[src/rtl/avalon_burst_traffic_gen.sv]
// Avalon-MM burst master: writes a programmed burst sequence, reads it back with
// bounded outstanding reads, and checks every returned beat against an address pattern.
module avalon_burst_traffic_gen #(
    parameter int unsigned   AW          = 32,
    parameter int unsigned   DW          = 32,
    parameter int unsigned   MEM_HIGH    = 256,
    parameter int unsigned   MAX_BURST   = 4,
    parameter int unsigned   NUM_TRANS   = 8,
    parameter int unsigned   MAX_PENDING = 2,
    parameter logic [DW-1:0] SEED        = DW'(32'hA5A5_0000),
    parameter bit            AUTORUN     = 1'b0
) (
    input  logic            wb_clk_i,
    input  logic            wb_rst_i,
    input  logic            start_i,
    output logic [AW-1:0]   m_av_address_o,
    output logic [DW/8-1:0] m_av_byteenable_o,
    output logic            m_av_read_o,
    input  logic [DW-1:0]   m_av_readdata_i,
    output logic [7:0]      m_av_burstcount_o,
    output logic            m_av_write_o,
    output logic [DW-1:0]   m_av_writedata_o,
    input  logic            m_av_waitrequest_i,
    input  logic            m_av_readdatavalid_i,
    output logic            done_o,
    output logic            error_o,
    output logic [15:0]     err_count_o,
    output logic [AW-1:0]   first_err_addr_o
);
    localparam int unsigned   BSH        = $clog2(DW / 8);
    localparam int unsigned   TW         = (NUM_TRANS > 1) ? $clog2(NUM_TRANS) : 1;
    localparam int unsigned   PW         = (MAX_PENDING > 1) ? $clog2(MAX_PENDING) : 1;
    localparam int unsigned   CW         = $clog2(MAX_PENDING + 1);
    localparam logic [AW-1:0] STRIDE     = AW'(MAX_BURST * (DW / 8));
    localparam logic [AW-1:0] WIN_TOP    = AW'(MEM_HIGH);
    localparam logic [TW-1:0] LAST_TRANS = TW'(NUM_TRANS - 1);
    localparam logic [PW-1:0] LAST_SLOT  = PW'(MAX_PENDING - 1);
    localparam logic [CW-1:0] FULL_CNT   = CW'(MAX_PENDING);
    localparam logic [7:0]    MAX_LEN    = 8'(MAX_BURST);

    typedef enum logic [2:0] {StIdle, StWr, StRd, StDrain, StDone} state_e;

    state_e          state_q, state_d;
    logic [TW-1:0]   trans_q, trans_d;
    logic [AW-1:0]   base_q, base_d;
    logic [7:0]      len_q, len_d;
    logic [7:0]      beat_q, beat_d;
    logic [7:0]      rbeat_q, rbeat_d;
    logic [PW-1:0]   wptr_q, wptr_d, rptr_q, rptr_d;
    logic [CW-1:0]   count_q, count_d;
    logic            error_q, error_d;
    logic [15:0]     err_count_q, err_count_d;
    logic [AW-1:0]   first_err_q, first_err_d;
    logic            autorun_q, autorun_d;
    logic [AW-1:0]   fifo_base_q [MAX_PENDING];
    logic [7:0]      fifo_len_q  [MAX_PENDING];

    logic            wr_phase, rd_cmd, push, pop, fifo_empty, rsp_beat, mismatch, start_go;
    logic [AW-1:0]   next_base, exp_addr, head_base;
    logic [7:0]      next_len, head_len;

    function automatic logic [DW-1:0] pattern(input logic [AW-1:0] addr);
        return DW'(addr) ^ SEED;
    endfunction

    assign wr_phase   = (state_q == StWr);
    assign fifo_empty = (count_q == '0);
    assign rd_cmd     = (state_q == StRd) && (count_q != FULL_CNT);
    assign push       = rd_cmd && !m_av_waitrequest_i;
    assign next_base  = (base_q + STRIDE >= WIN_TOP) ? '0 : base_q + STRIDE;
    assign next_len   = (len_q == MAX_LEN) ? 8'd1 : len_q + 8'd1;

    assign m_av_write_o      = wr_phase;
    assign m_av_read_o       = rd_cmd;
    assign m_av_address_o    = (wr_phase || rd_cmd) ? base_q : '0;
    assign m_av_burstcount_o = (wr_phase || rd_cmd) ? len_q : 8'd0;
    assign m_av_byteenable_o = {(DW/8){wr_phase || rd_cmd}};
    assign m_av_writedata_o  = wr_phase ? pattern(base_q + (AW'(beat_q) << BSH)) : '0;

    // Responses are only expected while reads can be outstanding.
    assign head_base = fifo_base_q[rptr_q];
    assign head_len  = fifo_len_q[rptr_q];
    assign exp_addr  = head_base + (AW'(rbeat_q) << BSH);
    assign rsp_beat  = ((state_q == StRd) || (state_q == StDrain)) && m_av_readdatavalid_i;
    assign mismatch  = rsp_beat && (fifo_empty || (m_av_readdata_i != pattern(exp_addr)));
    assign pop       = rsp_beat && !fifo_empty && (rbeat_q == head_len - 8'd1);

    assign done_o           = (state_q == StDone);
    assign error_o          = error_q;
    assign err_count_o      = err_count_q;
    assign first_err_addr_o = first_err_q;

    always_comb begin
        state_d     = state_q;
        trans_d     = trans_q;
        base_d      = base_q;
        len_d       = len_q;
        beat_d      = beat_q;
        rbeat_d     = rbeat_q;
        wptr_d      = wptr_q;
        rptr_d      = rptr_q;
        count_d     = count_q + CW'(push) - CW'(pop);
        error_d     = error_q;
        err_count_d = err_count_q;
        first_err_d = first_err_q;
        autorun_d   = autorun_q;
        start_go    = 1'b0;

        if (push) wptr_d = (wptr_q == LAST_SLOT) ? '0 : wptr_q + PW'(1);
        if (pop) begin
            rptr_d  = (rptr_q == LAST_SLOT) ? '0 : rptr_q + PW'(1);
            rbeat_d = 8'd0;
        end else if (rsp_beat && !fifo_empty) begin
            rbeat_d = rbeat_q + 8'd1;
        end

        if (mismatch) begin
            error_d = 1'b1;
            if (err_count_q != 16'hFFFF) err_count_d = err_count_q + 16'd1;
            if (!error_q) first_err_d = fifo_empty ? '1 : exp_addr;
        end

        unique case (state_q)
            StIdle: start_go = start_i || autorun_q;
            StWr: begin
                if (!m_av_waitrequest_i) begin
                    if (beat_q == len_q - 8'd1) begin
                        beat_d = 8'd0;
                        if (trans_q == LAST_TRANS) begin
                            state_d = StRd;
                            trans_d = '0;
                            base_d  = '0;
                            len_d   = 8'd1;
                        end else begin
                            trans_d = trans_q + TW'(1);
                            base_d  = next_base;
                            len_d   = next_len;
                        end
                    end else begin
                        beat_d = beat_q + 8'd1;
                    end
                end
            end
            StRd: begin
                if (push) begin
                    trans_d = trans_q + TW'(1);
                    base_d  = next_base;
                    len_d   = next_len;
                    if (trans_q == LAST_TRANS) state_d = StDrain;
                end
            end
            StDrain: if (count_d == '0) state_d = StDone;
            StDone:  start_go = start_i;
            default: state_d = StIdle;
        endcase

        if (start_go) begin
            state_d     = StWr;
            trans_d     = '0;
            base_d      = '0;
            len_d       = 8'd1;
            beat_d      = 8'd0;
            rbeat_d     = 8'd0;
            wptr_d      = '0;
            rptr_d      = '0;
            count_d     = '0;
            error_d     = 1'b0;
            err_count_d = 16'd0;
            first_err_d = '0;
            autorun_d   = 1'b0;
        end
    end

    always_ff @(posedge wb_clk_i) begin
        if (wb_rst_i) begin
            state_q     <= StIdle;
            trans_q     <= '0;
            base_q      <= '0;
            len_q       <= 8'd1;
            beat_q      <= 8'd0;
            rbeat_q     <= 8'd0;
            wptr_q      <= '0;
            rptr_q      <= '0;
            count_q     <= '0;
            error_q     <= 1'b0;
            err_count_q <= 16'd0;
            first_err_q <= '0;
            autorun_q   <= AUTORUN;
        end else begin
            state_q     <= state_d;
            trans_q     <= trans_d;
            base_q      <= base_d;
            len_q       <= len_d;
            beat_q      <= beat_d;
            rbeat_q     <= rbeat_d;
            wptr_q      <= wptr_d;
            rptr_q      <= rptr_d;
            count_q     <= count_d;
            error_q     <= error_d;
            err_count_q <= err_count_d;
            first_err_q <= first_err_d;
            autorun_q   <= autorun_d;
        end
    end

    always_ff @(posedge wb_clk_i) begin
        if (push) begin
            fifo_base_q[wptr_q] <= base_q;
            fifo_len_q[wptr_q]  <= len_q;
        end
    end

endmodule

[config.mk]
export PLATFORM = sky130hd
export DESIGN_NAME = avalon_burst_traffic_gen
export DESIGN_NICKNAME = d
export VERILOG_FILES = /design/src/rtl/avalon_burst_traffic_gen.sv
export SDC_FILE = /design/constraint.sdc
export NUM_CORES = 1
export LEC_CHECK = 0
export ABC_AREA = 1
export CORE_UTILIZATION = 31
export CTS_CLUSTER_SIZE = 24
export DETAILED_ROUTE_END_ITERATION = 8
export HOLD_SLACK_MARGIN = 0.12
export PLACE_DENSITY = 0.54
export REMOVE_ABC_BUFFERS = 1
export SLEW_MARGIN = 20
export SYNTH_ARGS = -nofsm -noshare
export SYNTH_HDL_FRONTEND = slang
export SYNTH_SLANG_ARGS = --single-unit
[constraint.sdc]
create_clock -name wb_clk_i -period 5.05 [get_ports wb_clk_i]
set_input_delay 0.7575 -clock wb_clk_i [delete_from_list [all_inputs] [get_ports wb_clk_i]]
set_output_delay 0.7575 -clock wb_clk_i [all_outputs]
set_load 0.03 [all_outputs]
==> results of run 1 <==
==> layer usage <==
metal	wire length (um)	vias up	share of wire
li1	-	5930	-
met1	17900	5054	0.51
met2	15400	233	0.44
met3	1340	21	0.038
met4	329	0	0.0094
met5	0	-	0
==> per-stage QoR <==
step                      setup WS, ns  hold slack, ns
final                            0.448           0.478
after global routing            0.0431           0.505
after CTS                        0.400           0.485
after detailed placement         0.759           0.469
after global placement           0.877           0.457
after floorplan                  0.309           0.426
==> cell usage in the layout (no fill, tap or decap), types with 3 or more instances in the layout <==
master,instances
a211oi_1,5
a21o_1,3
a21oi_1,47
buf_4,12
clkbuf_16,17
clkdlybuf4s50_1,164
clkinv_1,24
clkinv_8,3
dfxtp_1,115
edfxtp_1,80
ha_1,28
inv_1,244
inv_2,16
inv_6,4
mux2i_1,5
nand2_1,474
nand2_2,5
nand3_1,104
nand3b_1,11
nand4_1,69
nor2_1,266
nor2_2,3
nor2_4,6
nor3_1,61
nor3b_1,5
nor4_1,6
o21a_1,5
o21ai_0,35
o21ai_1,6
o21ai_2,3
or2_2,5
xnor2_1,14
xnor3_1,4
xor2_1,60
==> logic make-up (layout without fill, tap and decap cells) <==
kind of cell	count (synthesis)	in the layout	share of synthesized area
simple gates	1018	1018	0.354
buf+inv	340	493	0.113
flops	196	196	0.384
compound gates	112	112	0.0505
xor+xnor	80	80	0.0638
fa+ha+maj	30	30	0.0317
mux	5	5	0.00406
==> worst max-delay path, stage by stage (launching register included) <==
cell	delay, ns
dfxtp_1	0.44
ha_1	0.23
fa_1	0.22
nand3_1	0.08
nand3_1	0.10
nand2_1	0.07
nand2_1	0.05
a21oi_1	0.08
nor2_1	0.09
o21ai_0	0.08
nand2_1	0.16
nand2_1	0.09
nor2_1	0.19
nand2_1	0.16
nor2_1	0.28
nand3b_1	0.16
nand2_1	0.09
nand2_1	0.05
nor2_1	0.10
clkdlybuf4s50_1	0.68
==> final cells by class <==
| class | count | share of cell area |
|---|---|---|
| well taps | 518 | 0.0430 |
| clock buffers | 17 | 0.0282 |
| multi-input cells | 1245 | 0.414 |
| clock inverters | 15 | 0.0136 |
| repair buffers | 177 | 0.116 |
| inverters | 284 | 0.0708 |
| flip-flops and latches | 196 | 0.314 |
==> registers in the layout, summed over array words and instances (netlist names), 3 cells and up, named ones only <==
signal	cells
fifo_len_q	16
beat_q	8
trans_q	3
fifo_base_q	64
rbeat_q	8
first_err_addr_o	32
len_q	8
err_count_o	16
base_q	32
state_q	3
==> report_power, final <==
group	switching, mW	leakage (nW)	internal [mW]	total [mW]
Combinational	0.864	4.13	0.437	1.30
Clock	0.705	0.308	0.763	1.47
Sequential	0.0560	1.68	1.72	1.78
==> how the worst max path moves through the flow <==
stage | start | endpoint | slack, ns
2_1_floorplan | state_q[0] | m_av_byteenable_o[0] | 0.31
3_3_place_gp | m_av_readdatavalid_i | state_q[2] | 0.88
3_5_place_dp | m_av_readdatavalid_i | state_q[1] | 0.76
4_1_cts | base_q[4] | m_av_writedata_o[23] | 0.40
5_1_grt | beat_q[0] | m_av_writedata_o[24] | 0.04
6_report | beat_q[0] | m_av_writedata_o[24] | 0.45
==> flow_summary.yaml, run 1 <==
outcome:
  outcome: "completed"
final_layout:
  final_cell_area_um2: 15100
  nNetsFinal: 1988
  final_cell_count_no_fill: 2452
  area_growth_syn_to_layout_pct: 22.3
  regArea_um2: 4730
  multi_input_area_um2: 6240
  antennaDiodeCount: 0
  final_util: 0.387
  drive_gt1_frac: 0.0450
  fillCellCount: 4163
power_and_ir_drop:
  p_leak_nw: 6.11
  finalPower_mw: 4.55
  ir_worst_vdd_v: 0.000235
  power_density_nw_per_um2: 302
drt:
  num_vias: 11200
  wirelength_mm: 34.9
  vias_per_cell: 4.58
  postRouteAntennaNets: 0
  wl_per_cell_um: 14.2
  drt-initial-drc-count: 636
  dr.pass1.iters: 5
  drc_errors: 0
global_routing:
  met2_usage: 0.271
  use_met3: 0.0293
  grt-ovfl-total: 0
  busiest_layer: "met2"
  grt_max_degree: 65
  grt_pass1_wl_mm: 55.6
  antenna_found_initial: 0
  met1_usage: 0.246
  grtUsageTotal: 0.173
  grt_pass1_vias: 10500
sta:
  fin_skew_ns: 0.0203
  fin_tns_setup_ns: 0
  finalMaxSlewViolations: 0
  worst_pin_slew_ns: 1.03
  fin_crit_sh: 0.911
  hold_viol_final: 0
  grt_setup_unrepaired: "no"
  maxSlewHeadroom: 0.310
  period_needed_ns: 4.60
  fmax_mhz: 217
  setup_viol: 0
yosys:
  yosys_most_used_dff: "dfxtp_1"
  yosysMostFrequentCell: "nand2_1"
  ys_seq_area_frac: 0.384
  ys_warn_count: 0
  synth_commonest_cells: "nand2_1, nor2_1, inv_1"
  yosysTopAreaCell: "edfxtp_1"
  synth_top_cells_by_area: "edfxtp_1, dfxtp_1, nand2_1"
  syn_area_um2: 12300
  syn_inst: 1781
  synthArstFlopShare: 0
  synth_edf_count: 80
  syn_area_per_cell_um2: 6.91
  synth_largest_type_area_fraction: 0.195
  synth-seq-cells: 196
  synth_cell_types: 43
worst_setup_path:
  startpoint_type: "register"
  worst-r2r-setup-slack_ns: 1.10
  worst_setup_path_end_kind: "output pin"
  required_ns: 4.29
  path_max_fanout: 6
  cp.arrival_ns: 3.84
  regToRegEndpoint: "first_err_addr_o[27]"
  worstSetupPathType: "register to output pin"
  reg2reg_depth: 23
floorplan:
  rows: 72
  die_h_um: 201
  dieArea_um2: 40500
  core_area_um2: 38900
  boundaryPins: 165
  start_util: 0.316
  fp.dieW_um: 201
clock_network:
  clk_pin_slew_ns: 0.08
  post_cts_resize_count: 0
  cts_tree: "done"
  post_cts_buffers: 0
  cts.sinks: 196
  clock_latency_ns: 0.47
  cts.htree.levels: 4
  cts_hold_buf: 0
  clock_path_buffers: 2
  cts_buffers: 17
  root_buffer: "clkbuf_16"
placed_design:
  placed_area_um2: 14400
  place_inst: 2420
  port_buffers: 164
  place_congestion: 0.874
  hpwl_mm: 26.3
worst_hold_path:
  hold_path.startpoint: "rptr_q"
  min_path_type: "register to register"
  min_path_cells: 2
job:
  maxCapViolCount: 0
(Power assumes the default switching activity.)
==> run 2: changes to the inputs <==
Settings changed: CORE_ASPECT_RATIO set to 0.6.
==> flow_summary.yaml, run 2 (synthesis gave the netlist of run 1 again) <==
outcome:
  outcome: "completed"
clock_network:
  cts.htree.levels: 4
  clk_pin_slew_ns: 0.08
  clock_path_buffers: 2
  cts_buffers: 17
  root_buffer: "clkbuf_16"
  cts_tree: "done"
  clock_latency_ns: 0.45
  cts.sinks: 196
  post_cts_buffers: 0
sta:
  setup_viol: 0
  fmax_mhz: 214
  grt_setup_unrepaired: "no"
  fin_crit_sh: 0.925
  period_needed_ns: 4.67
  fin_skew_ns: 0.0126
  fin_tns_setup_ns: 0
  hold_viol_final: 0
  maxSlewHeadroom: 0.434
  hold_ws_ns: 0.471
  worst_slack_ns: 0.379
  finalMaxSlewViolations: 0
  worst_pin_slew_ns: 0.840
placed_design:
  port_buffers: 164
  place_inst: 2423
  place_worst_setup_slack_ns: 0.811
  place_congestion: 0.880
  hpwl_mm: 28.4
  placed_area_um2: 14400
floorplan:
  dieArea_um2: 40600
  start_util: 0.315
  die_h_um: 156
  fp.dieW_um: 259
  core_area_um2: 39100
  rows: 56
  boundaryPins: 165
worst_setup_path:
  worst-r2r-setup-slack_ns: 0.92
  startpoint_type: "register"
  cp.arrival_ns: 3.91
  reg2reg_depth: 25
  worstSetupPathType: "register to output pin"
  crit_end: "m_av_writedata_o[23]"
  path_max_fanout: 6
  regToRegEndpoint: "first_err_addr_o[30]"
  cp-startpoint: "base_q[4]"
  worst_setup_path_end_kind: "output pin"
  required_ns: 4.29
drt:
  num_vias: 11500
  vias_per_cell: 4.67
  wirelength_mm: 37.0
  drt-initial-drc-count: 750
  wl_per_cell_um: 15.1
  drc_errors: 0
  dr.pass1.iters: 7
  postRouteAntennaNets: 0
final_layout:
  final_cell_area_um2: 15000
  area_growth_syn_to_layout_pct: 21.9
  fillCellCount: 4124
  layout_common_cells: "nand2_1, nor2_1, inv_1"
  antennaDiodeCount: 0
  drive_gt1_frac: 0.0450
  final_common_cell: "nand2_1"
  top_register: "fifo_base_q"
  regArea_um2: 4730
  final_cell_count_no_fill: 2456
  nNetsFinal: 1988
  multi_input_area_um2: 6240
  final_util: 0.384
  largest_reg_flops: 64
worst_hold_path:
  min_path_cells: 0
  min_path_type: "register to register"
power_and_ir_drop:
  power_switching_mw: 1.63
  p_sw_frac: 0.362
  p_int_mw: 2.87
  clkPwrFrac: 0.307
  p_leak_nw: 6.09
  ir_worst_vdd_v: 0.000245
  combPwrFrac: 0.298
  seqPwrFrac: 0.395
  power_density_nw_per_um2: 299
  finalPower_mw: 4.50
global_routing:
  grtUsageTotal: 0.184
  grt_pass1_vias: 10700
  grt_max_degree: 65
  grt_pass1_wl_mm: 58.4
  antenna_found_initial: 0
  grt-ovfl-total: 0
job:
  maxCapViolCount: 0
==> run 2: power by group through the flow <==
| stage | Sequential [mW] | Combinational, mW | Clock, mW |
|---|---|---|---|
| after CTS | 1.78 | 1.33 | 1.42 |
| after detailed placement | 1.81 | 1.32 | 0 |
| final | 1.78 | 1.34 | 1.38 |
| after global placement | 1.81 | 1.32 | 0 |
| after global routing | 1.79 | 1.48 | 1.49 |
| after floorplan | 1.85 | 0.788 | 0 |
==> run 2: how the worst min path moves through the flow <==
stage	from	end
2_1_floorplan	base_q[0]	fifo_base_q[0][0]
3_3_place_gp	base_q[1]	fifo_base_q[1][1]
3_5_place_dp	base_q[1]	fifo_base_q[1][1]
4_1_cts	base_q[1]	fifo_base_q[1][1]
5_1_grt	base_q[1]	fifo_base_q[0][1]
6_report	base_q[1]	fifo_base_q[1][1]
==> run 2: layout make-up <==
cell class | instances | share of cell area
clock buffer | 18 | 0.0286
clock inverter | 14 | 0.00975
inverter | 284 | 0.0710
multi-input combinational | 1245 | 0.416
sequential | 196 | 0.315
tap | 522 | 0.0435
timing repair buffer | 177 | 0.117
==> run 2: timing repair <==
action | in CTS | in global routing
endpoints found under the setup margin | 0 | 1
hold buffers | 0 | 0
gates resized for setup | 0 | 1
==> run 2: routing by layer <==
metal | GRT usage | vias to the layer above | wire length [um]
met4 | 0.0431 | 0 | 355
met5 | 0 | - | 0
met2 | 0.287 | 228 | 16300
met3 | 0.0269 | 20 | 1500
li1 | - | 5909 | -
met1 | 0.267 | 5314 | 18800
==> run 2: critical path, cell delays in order (launching register included) <==
cell and delay [ns]:
dfxtp_1 0.38, ha_1 0.38, nand3_1 0.09, nand2_1 0.11
nand2_1 0.06, nand2_1 0.07, a21oi_1 0.09, nor2_1 0.10
nor2_1 0.05, o21bai_1 0.35, nand2_1 0.09, nand2_1 0.10
nand2_1 0.12, nor2_1 0.13, buf_4 0.16, inv_1 0.08
nor2_1 0.21, a21oi_1 0.11, nor2_1 0.12, clkdlybuf4s50_1 0.68
